### src/rtl/if_sequencer.sv
// Fetch sequencer: drives instruction-memory requests and registers fetched words into the decode stage.
// Latency: one cycle from imem_ack to instr_d; a stalled word is parked in a one-entry buffer until stall_in drops.
module if_sequencer #(
  parameter logic [31:0] RESET_PC = 32'h00003000
) (
  input  logic        clk,
  input  logic        reset,
  input  logic        stall_in,
  input  logic        redirect,
  input  logic [31:0] redirect_pc,
  output logic        imem_req,
  output logic [31:0] imem_addr,
  input  logic        imem_ack,
  input  logic [31:0] imem_rdata,
  output logic [31:0] instr_d,
  output logic [31:0] pcplus4_d,
  output logic        valid_d,
  output logic        stall_f
);

  typedef enum logic {FETCH = 1'b0, HOLD = 1'b1} state_t;

  state_t      state;
  logic [31:0] pc;
  logic        pend;
  logic [31:0] pend_tgt;
  logic [31:0] ibuf;
  logic [31:0] ibuf_pc4;
  logic [31:0] pc_plus4;
  logic [31:0] next_pc;

  assign pc_plus4  = pc + 32'd4;
  // A same-cycle redirect beats an older pending target.
  assign next_pc   = redirect ? redirect_pc : (pend ? pend_tgt : pc_plus4);
  assign imem_addr = pc;
  assign stall_f   = (state == HOLD) || !imem_ack;

  always_ff @(posedge clk or negedge reset) begin
    if (!reset) begin
      state     <= FETCH;
      imem_req  <= 1'b1;
      pc        <= RESET_PC;
      pend      <= 1'b0;
      pend_tgt  <= 32'd0;
      ibuf      <= 32'd0;
      ibuf_pc4  <= 32'd0;
      instr_d   <= 32'd0;
      pcplus4_d <= RESET_PC + 32'd4;
      valid_d   <= 1'b0;
    end else begin
      case (state)
        FETCH: begin
          if (imem_ack) begin
            pc   <= next_pc;
            pend <= 1'b0;
            if (stall_in) begin
              ibuf     <= imem_rdata;
              ibuf_pc4 <= pc_plus4;
              state    <= HOLD;
              imem_req <= 1'b0;
            end else begin
              instr_d   <= imem_rdata;
              pcplus4_d <= pc_plus4;
              valid_d   <= 1'b1;
            end
          end else begin
            if (redirect) begin
              pend     <= 1'b1;
              pend_tgt <= redirect_pc;
            end
            if (!stall_in) begin
              instr_d <= 32'd0;
              valid_d <= 1'b0;
            end
          end
        end
        HOLD: begin
          // The fetched word is already parked, so any ack seen here is spurious.
          if (redirect) begin
            pend     <= 1'b1;
            pend_tgt <= redirect_pc;
          end
          if (!stall_in) begin
            instr_d   <= ibuf;
            pcplus4_d <= ibuf_pc4;
            valid_d   <= 1'b1;
            state     <= FETCH;
            imem_req  <= 1'b1;
          end
        end
        default: begin
          state    <= FETCH;
          imem_req <= 1'b1;
        end
      endcase
    end
  end

endmodule
### config.mk
export PLATFORM = sky130hd
export DESIGN_NAME = if_sequencer
export DESIGN_NICKNAME = d
export VERILOG_FILES = /design/src/rtl/if_sequencer.sv
export SDC_FILE = /design/constraint.sdc
export NUM_CORES = 1
export LEC_CHECK = 0
export ABC_AREA = 1
export CAP_MARGIN = 30
export CELL_PAD_IN_SITES_DETAIL_PLACEMENT = 1
export CELL_PAD_IN_SITES_GLOBAL_PLACEMENT = 1
export CORE_ASPECT_RATIO = 1.5
export CORE_UTILIZATION = 30
export CTS_CLUSTER_DIAMETER = 60
export CTS_CLUSTER_SIZE = 10
export DETAILED_ROUTE_END_ITERATION = 10
export GPL_TIMING_DRIVEN = 0
export PLACE_DENSITY_LB_ADDON = 0.05
export SYNTH_ARGS = -nofsm -noshare
export SYNTH_HDL_FRONTEND = slang
export SYNTH_SLANG_ARGS = --single-unit
### constraint.sdc
create_clock -name clk -period 2.05 [get_ports clk]
set_input_delay 0.3075 -clock clk [delete_from_list [all_inputs] [get_ports clk]]
set_output_delay 0.3075 -clock clk [all_outputs]
set_load 0.01 [all_outputs]
==> flow_summary.yaml, run 1 <==
logic_synthesis:
  synth_top_family_by_area: "simple AND/OR/NAND/NOR gates"
  synth_top_area_share_pct: 52.23
  synthMuxAreaShare_pct: 3.835
  synth_flop_cell: "dfrtp_1"
  synth-seq-area-share_pct: 53.96
  async_reset_ff_share_pct: 100.0
  synth_cell_types: 30
  avgSynthCellArea_um2: 8.654
  synth-edff-count: 0
  yosys-top-cells-count: "nand2_1, dfrtp_1, nor2_1"
  yosys_warnings: 0
  yosys.area_share.simple_pct: 21.95
  yosys.area_share.adder_pct: 0.1374
  yosysMostFrequentCell: "nand2_1"
  synth_compound_area_share_pct: 13.26
  syn_nets: 1122
  synthCells: 1052
  syn-cell-area_um2: 9104
  synthXorXnorAreaFrac_pct: 1.690
  yosys.area.top_type: "dfrtp_1"
  synth.ff_latch_count: 196
  synth_area_leaders: "dfrtp_1, nand2_1, mux2_2, a21oi_1, nor2_1"
sta:
  setup_viol: 0
  period_needed_ns: 1.924
  maxSlewViolCount: 0
  fmax_mhz: 519.7
  finalHoldViolations: 0
  finalClockSkew_ns: 0.009915
  rsz0062_at_grt: "no"
  slew_headroom_pct: 49.29
  period_share_pct: 93.87
  fin_ws_ns: 0.1257
  worst_pin_slew_ns: 0.7607
critical_path:
  endpoint: "imem_addr[12]"
  cp_max_fo: 5
  critical_path.top_delay_family: "flip-flops"
  arrival_ns: 1.62
  r2r_cells: 10
  crit_path_end_kind: "output pin"
  path_cells: "clkdlybuf4s50_1"
  critPathLaunchType: "flip-flop"
  slowest_stage: "dfstp_2"
  slowest_delay_ns: 0.60
  r2r_slack_ns: 0.16
  crit_start: "imem_addr[12]"
  regToRegStartpoint: "imem_addr[3]"
  r2r_end: "pcplus4_d[22]"
  crit_buf_inv: 1
  crit_type: "flip-flop to output pin"
  cp_num_cells: 1
  cp.required_ns: 1.74
floorplan:
  die_h_um: 215.4
  row_count: 77
  die_w_um: 144.2
  io_pins: 168
  core-area_um2: 29670
  dieArea_um2: 31060
  initial_core_util_pct: 30.68
clock_tree:
  clk_path_buf_depth: 2
  postCtsSetupBuffers: 0
  cts_sinks: 196
  clk-insertion-delay-late_ns: 0.46
  cts_tree: "yes"
  h-tree-depth: 4
  cts.clk_slew.worst_paths_ns: 0.07
  root_buffer: "clkbuf_16"
  cts_buffers: 17
placed_design:
  dp_slack_ns: -0.3188
  place_congestion: 0.7842
  portBuffers: 165
  hpwl_um: 23460
grt:
  grt_pass1_wl_um: 48620
  track_usage_pct: 21.08
  gr-total-overflow: 0
  grt_max_degree: 109
  grt_antenna_before_repair: 0
  first_global_vias: 8301
drt:
  first_pass_iters: 4
  wl_um: 31330
  wl_per_cell_um: 19.05
  drt_iter0_markers: 334
  viasPerCell: 4.793
  num_vias: 7885
  drc: 0
  detail-route-antenna-nets: 0
min_path:
  hold_class: "input pin to flip-flop"
final_layout:
  layout-drive-gt1-share_pct: 9.600
  num-nets-final: 1307
  antenna_cells: 0
  area_delta_synth_final_pct: 31.80
  fin_util_pct: 40.44
  fill_cells: 3540
flow_run:
  cap_violations: 0
pwr:
  p_leak_nw: 5.357
  powerDensity_nw_per_um2: 977.2
  peakVddDrop_uv: 631.6
outcome:
  run_status: "complete, no violations"
[stage by stage]
stage | std cells | area (µm²) | TNS [ns] | hold slack [ns] | total power [mW]
6_report | 1645 | 12000 | 0 | 0.2363 | 11.73
3_5_place_dp | 1613 | 11280 | -3.417 | 0.3780 | 8.043
5_1_grt | 1645 | 12000 | 0 | 0.2615 | 12.38
4_1_cts | 1645 | 11980 | 0 | 0.2295 | 11.89
3_3_place_gp | 1612 | 11250 | -1642.09 | 0.4504 | 7.980
2_1_floorplan | 1052 | 9104 | 0 | 0.01191 | 6.465
[repair_timing]
action / 4_1_cts / 5_1_grt
endpoints found under the hold margin: 83 / 0
endpoints found under the setup margin: 5 / 25
hold buffers: 1 / 0
pin swaps: 0 / 0
gates resized for setup: 10 / 8
[how the worst min path moves through the flow]
stage | depth (start not counted) | slack, ns | to | from
final | 3 | 0.24 | instr_d[1] | stall_in
after detailed placement | 1 | 0.38 | ibuf[6] | reset
after CTS | 3 | 0.23 | instr_d[1] | stall_in
after global routing | 3 | 0.26 | instr_d[1] | stall_in
after floorplan | 0 | 0.01 | ibuf[0] | reset
after global placement | 2 | 0.45 | imem_req | imem_req
[sequential cells by signal, summed over array words and instances (netlist names)]
name / count
ibuf: 32
ibuf_pc4: 32
imem_addr: 32
instr_d: 32
pcplus4_d: 32
pend_tgt: 32
imem_req: 1
pend: 1
state: 1
valid_d: 1
[cells by family (layout without fill, tap and decap cells)]
| logic type | Yosys count | in the layout |
|---|---|---|
| flip-flops | 196 | 196 |
| buffers and inverters | 116 | 314 |
| AND/OR/NAND/NOR | 491 | 491 |
| multiplexers | 31 | 31 |
| XOR/XNOR | 15 | 15 |
| adder cells (fa/ha/maj) | 1 | 1 |
| AO/OA/AOI/OAI | 202 | 202 |
[where the power goes]
group	switching (mW)	leakage (nW)	internal [mW]
Sequential	0.503	2.35	4.57
Combinational	1.55	2.68	1.31
Clock	1.60	0.321	2.18
Total	3.66	5.36	8.07
[metal layers]
| layer | GRT usage (%) | share of wire (%) | vias to the layer above | wire, µm |
|---|---|---|---|---|
| met3 | 3.186 | 3.2 | 28 | 1015 |
| met5 | 0 | 0 | - | 0 |
| met1 | 24.70 | 41 | 3896 | 12870 |
| met2 | 38.57 | 54 | 144 | 16910 |
| li1 | - | - | 3817 | - |
| met4 | 6.702 | 1.7 | 0 | 534 |
[final cells by class]
class	count	area, µm²	share of cell area [%]
Tap cell	395	494.2	4.119
Clock inverter	11	171.4	1.429
Buffer	60	277.8	2.315
Clock buffer	21	480.5	4.004
Timing Repair Buffer	167	1693	14.11
Inverter	55	206.4	1.721
Sequential cell	196	4913	40.95
Multi-Input combinational cell	740	3762	31.36
[placed cells by master (no fill, tap or decap), types with 4 or more instances in the layout]
cell	Yosys	routed
nor2_1	81	79
nand2_1	358	356
a21oi_1	64	64
a31oi_1	8	8
clkbuf_1	39	38
o211ai_1	4	4
o21ai_1	11	11
buf_4	4	4
a221oi_1	23	23
clkbuf_16	0	17
nand3_1	31	30
nor2_2	3	5
o21ai_0	58	58
buf_2	16	14
bufinv_16	0	4
xor2_1	10	10
dfstp_2	6	6
a22oi_1	30	30
dfrtp_1	190	189
clkbuf_8	0	4
mux2_2	31	31
nor2_4	10	10
clkdlybuf4s50_1	0	163
inv_1	53	53
Note: power is estimated with default switching activity, not from simulation.
==> run 2, diff against run 1 <==
Settings changed: REMOVE_ABC_BUFFERS set to 1.
==> run 2 against run 1 <==
Core utilization is 0.93 points higher. Sequential power hardly changed. Worst hold slack got worse by 0.034 ns. Final cell count down 1.6%. Critical path type is now flip-flop to flip-flop. Largest power group unchanged.
==> flow_summary.yaml, run 2 (synthesis results as in run 1) <==
floorplan:
  die_h_um: 215.4
  initial_core_util_pct: 30.68
  core-area_um2: 29670
  io_pins: 168
  dieArea_um2: 31060
  die_w_um: 144.2
  row_count: 77
pwr:
  power.total_mw: 11.62
  powerDensity_nw_per_um2: 946.7
  p_leak_nw: 5.467
  peakVddDrop_uv: 598.7
grt:
  grt_antenna_before_repair: 0
  grt_pass1_wl_um: 49170
  track_usage_pct: 21.38
  first_global_vias: 8334
  grt_max_degree: 100
  gr-total-overflow: 0
sta:
  finalHoldViolations: 0
  worst_pin_slew_ns: 1.034
  holdWs_ns: 0.2028
  fin_ws_ns: 0.04829
  setup_viol: 0
  rsz0062_at_grt: "yes"
  maxSlewViolCount: 0
  slew_headroom_pct: 31.08
  period_needed_ns: 2.002
  period_share_pct: 97.64
  fmax_mhz: 499.6
  finalClockSkew_ns: 0.007900
final_layout:
  layout-drive-gt1-share_pct: 10.96
  area_delta_synth_final_pct: 34.84
  fill_cells: 3473
  layout_commonest_cell: "nand2_1"
  antenna_cells: 0
  num-nets-final: 1280
  layout_common_cells: "nand2_1, dfrtp_1, clkdlybuf4s50_1"
critical_path:
  critPathLaunchType: "flip-flop"
  arrival_ns: 2.34
  crit_path_end_kind: "flip-flop"
  regToRegStartpoint: "state"
  cp_max_fo: 24
  crit_start: "state"
  cp.required_ns: 2.39
  crit_type: "flip-flop to flip-flop"
drt:
  num_vias: 7830
  drc: 0
  viasPerCell: 4.839
  first_pass_iters: 4
  wl_um: 31810
  detail-route-antenna-nets: 0
  wl_per_cell_um: 19.66
  drt_iter0_markers: 281
min_path:
  hold_class: "input pin to flip-flop"
  hp-start: "stall_in"
outcome:
  run_status: "complete, no violations"
placed_design:
  portBuffers: 167
  hpwl_um: 19470
  place_congestion: 0.7518
  dp_slack_ns: -1.194
clock_tree:
  cts_sinks: 196
  clk-insertion-delay-late_ns: 0.46
  h-tree-depth: 4
  root_buffer: "clkbuf_16"
  clk_path_buf_depth: 2
  cts_buffers: 17
  cts.clk_slew.worst_paths_ns: 0.07
  cts_tree: "yes"
flow_run:
  cap_violations: 0
## run 2: final timing paths
kind | end | slack [ns] | cells after the start
min in group asynchronous | instr_d[4] | 0.30 | 2
max | pend_tgt[25] | 0.05 | 8
min reg2reg | pcplus4_d[13] | 0.48 | 2
max in group asynchronous | pcplus4_d[2] | 0.54 | 4
min | valid_d | 0.20 | 3
max reg2reg | pend_tgt[25] | 0.05 | 8
## run 2: final cells by class
| cell class | instances | area, µm² | area share [%] |
|---|---|---|---|
| clock buffer | 20 | 456.7 | 3.720 |
| clock inverter | 12 | 152.6 | 1.244 |
| inverter | 55 | 230.2 | 1.875 |
| multi-input combinational | 741 | 3792 | 30.89 |
| sequential | 196 | 4916 | 40.05 |
| tap | 395 | 494.2 | 4.026 |
| timing repair buffer | 199 | 2233 | 18.19 |
## run 2: report_power, final
| group | switching [mW] | leakage, nW | internal (mW) |
|---|---|---|---|
| Sequential | 0.507 | 2.35 | 4.57 |
| Combinational | 1.55 | 2.82 | 1.39 |
| Clock | 1.61 | 0.294 | 1.99 |
| Total | 3.66 | 5.47 | 7.96 |
## run 2: worst max-delay path: stages, from the launching register on
cell and delay [ns]:
dfrtp_4 0.50, buf_16 0.17, clkinvlp_4 0.13, nand2_8 0.08, buf_4 0.16, buf_12 0.17
nand2_8 0.12, buf_12 0.17, mux2_2 0.34
## run 2: layer usage
layer	global-route usage (%)	vias up	share of wire, %
li1	-	3764	-
met1	26.03	3898	43
met2	38.20	143	53
met3	3.209	25	3.1
met4	6.456	0	1.4
met5	0	-	0
## run 2: timing repair
item,CTS,global route
cloned,4,2
hold buffers,1,0
buffers inserted,9,4
pin swaps,2,3
endpoints found under the hold margin,21,0
endpoints found under the setup margin,191,75
gates resized for setup,16,9
## run 2: metrics by stage
stage / cell area, µm² / std cells / setup TNS (ns) / utilization (%)
after floorplan: 8840 / 991 / -340.43 / -
after global placement: 11010 / 1553 / -2741.43 / 37.09
after detailed placement: 11310 / 1566 / -151.03 / 38.11
after CTS: 12160 / 1612 / 0 / 40.98
after global routing: 12280 / 1618 / -0.001970 / 41.37
final: 12280 / 1618 / 0 / 41.37
==> run 3, diff against run 2 <==
Settings changed: CAP_MARGIN 30 to 10.
==> run 3 against run 2 <==
Non-clock buffer count decreased by 9. Clock skew decreased by 0.0018 ns. Final cell count fell by 0.49%. Combinational power decreased by 2%. Design area fell by 1.3%. Sequential share of layout area is 0.53 points higher. Via count shrank 0.37%. First-iteration DRC count fell by 8.2%.
==> flow_summary.yaml, run 3 (synthesis results as in run 1) <==
critical_path:
  critical_path.top_delay_family: "flip-flops"
  critPathLaunchType: "flip-flop"
  cp_max_fo: 5
  r2r_slack_ns: 0.08
  crit_type: "flip-flop to output pin"
  r2r_cells: 10
  path_cells: "clkdlybuf4s50_1"
  crit_buf_inv: 1
  regToRegStartpoint: "state"
  slowest_delay_ns: 0.66
  crit_path_end_kind: "output pin"
  arrival_ns: 1.68
  r2r_end: "ibuf[21]"
  slowest_stage: "dfstp_2"
  cp.required_ns: 1.74
final_layout:
  area_delta_synth_final_pct: 33.09
  fin_cells: 1610
  layout_commonest_cell: "nand2_1"
  num-nets-final: 1272
  layout_common_cells: "nand2_1, dfrtp_1, clkdlybuf4s50_1"
  fill_cells: 3487
  fin_util_pct: 40.83
  layout-drive-gt1-share_pct: 10.37
  antenna_cells: 0
clock_tree:
  cts.clk_slew.worst_paths_ns: 0.07
  clk_path_buf_depth: 2
  h-tree-depth: 4
  cts_tree: "yes"
  cts_sinks: 196
  cts_buffers: 17
  root_buffer: "clkbuf_16"
  clk-insertion-delay-late_ns: 0.46
sta:
  finalClockSkew_ns: 0.006115
  slew_headroom_pct: 30.50
  fmax_mhz: 502.0
  worst_pin_slew_ns: 1.043
  fin_ws_ns: 0.05812
  maxSlewViolCount: 0
  period_share_pct: 97.16
  holdWs_ns: 0.1946
  setup_viol: 0
  finalHoldViolations: 0
  period_needed_ns: 1.992
  rsz0062_at_grt: "no"
floorplan:
  row_count: 77
  io_pins: 168
  die_w_um: 144.2
  core-area_um2: 29670
  initial_core_util_pct: 30.68
  die_h_um: 215.4
  dieArea_um2: 31060
pwr:
  powerDensity_nw_per_um2: 950.4
  peakVddDrop_uv: 595.0
  p_leak_nw: 5.384
  power.total_mw: 11.52
flow_run:
  cap_violations: 0
drt:
  drt_iter0_markers: 258
  wl_um: 31100
  viasPerCell: 4.845
  wl_per_cell_um: 19.32
  first_pass_iters: 4
  drc: 0
  detail-route-antenna-nets: 0
  wl_met3_um: 1087
  wl_met1_um: 13060
  num_vias: 7801
  wl_met2_um: 16430
  top_layer: "met4"
grt:
  gr-total-overflow: 0
  grt_max_degree: 100
  first_global_vias: 8331
  grt_antenna_before_repair: 0
  track_usage_pct: 21.23
  grt_pass1_wl_um: 48890
placed_design:
  place_congestion: 0.7518
  hpwl_um: 19180
  place_inst: 1564
  portBuffers: 167
  dp_slack_ns: -1.976
min_path:
  hp-start: "stall_in"
  hold_class: "input pin to flip-flop"
  whs_path_depth: 3
  hold_path_end: "instr_d[22]"
outcome:
  run_status: "complete, no violations"
run 3: layout make-up:
class                      count  area, µm²  share of cell area (%)
clock inverter                10      121.4                   1.002
multi-input combinational    741       3792                   31.30
clock buffer                  22      484.2                   3.996
inverter                      55      227.7                   1.879
timing repair inverter         1      5.005                 0.04131
sequential                   196       4916                   40.57
tap                          395      494.2                   4.079
timing repair buffer         190       2076                   17.13
run 3: worst max-delay path by stage:
stage / start / endpoint / slack, ns / cells past startpoint
after floorplan: state / ibuf_pc4[2] / -2.46 / 6
after global placement: reset / pcplus4_d[4] / -8.57 / 1
after CTS: state / pend_tgt[6] / -0.0006 / 7
after global routing: imem_addr[2] / pcplus4_d[26] / 0.002 / 10
final: imem_addr[12] / imem_addr[12] / 0.06 / 1
after detailed placement: state / ibuf[24] / -1.98 / 9
run 3: power by group:
| part | leakage [nW] | internal (mW) | total [mW] | switching [mW] |
|---|---|---|---|---|
| logic | 2.74 | 1.35 | 2.88 | 1.52 |
| clock network | 0.291 | 1.94 | 3.55 | 1.61 |
| registers | 2.35 | 4.58 | 5.09 | 0.511 |
run 3: per-layer routing:
layer / vias to the layer above / track usage [%]
li1: 3735 / -
met1: 3903 / 25.78
met2: 139 / 37.60
met3: 24 / 3.610
met4: 0 / 6.667
met5: - / 0
run 3: per-stage QoR:
step                      area [µm²]  setup TNS, ns
final                          12120              0
after CTS                      12060     -0.0006291
after global routing           12120              0
after floorplan                 8840        -340.43
after detailed placement       11260        -283.10
after global placement         11010       -2741.43
run 3: repair_timing:
item	CTS	global route
hold buffers	1	0
setup buffers	7	1
pin swaps	2	1
cloned	4	1
resized for setup	13	7
endpoints found under the hold margin	21	0
setup endpoints to repair	196	74
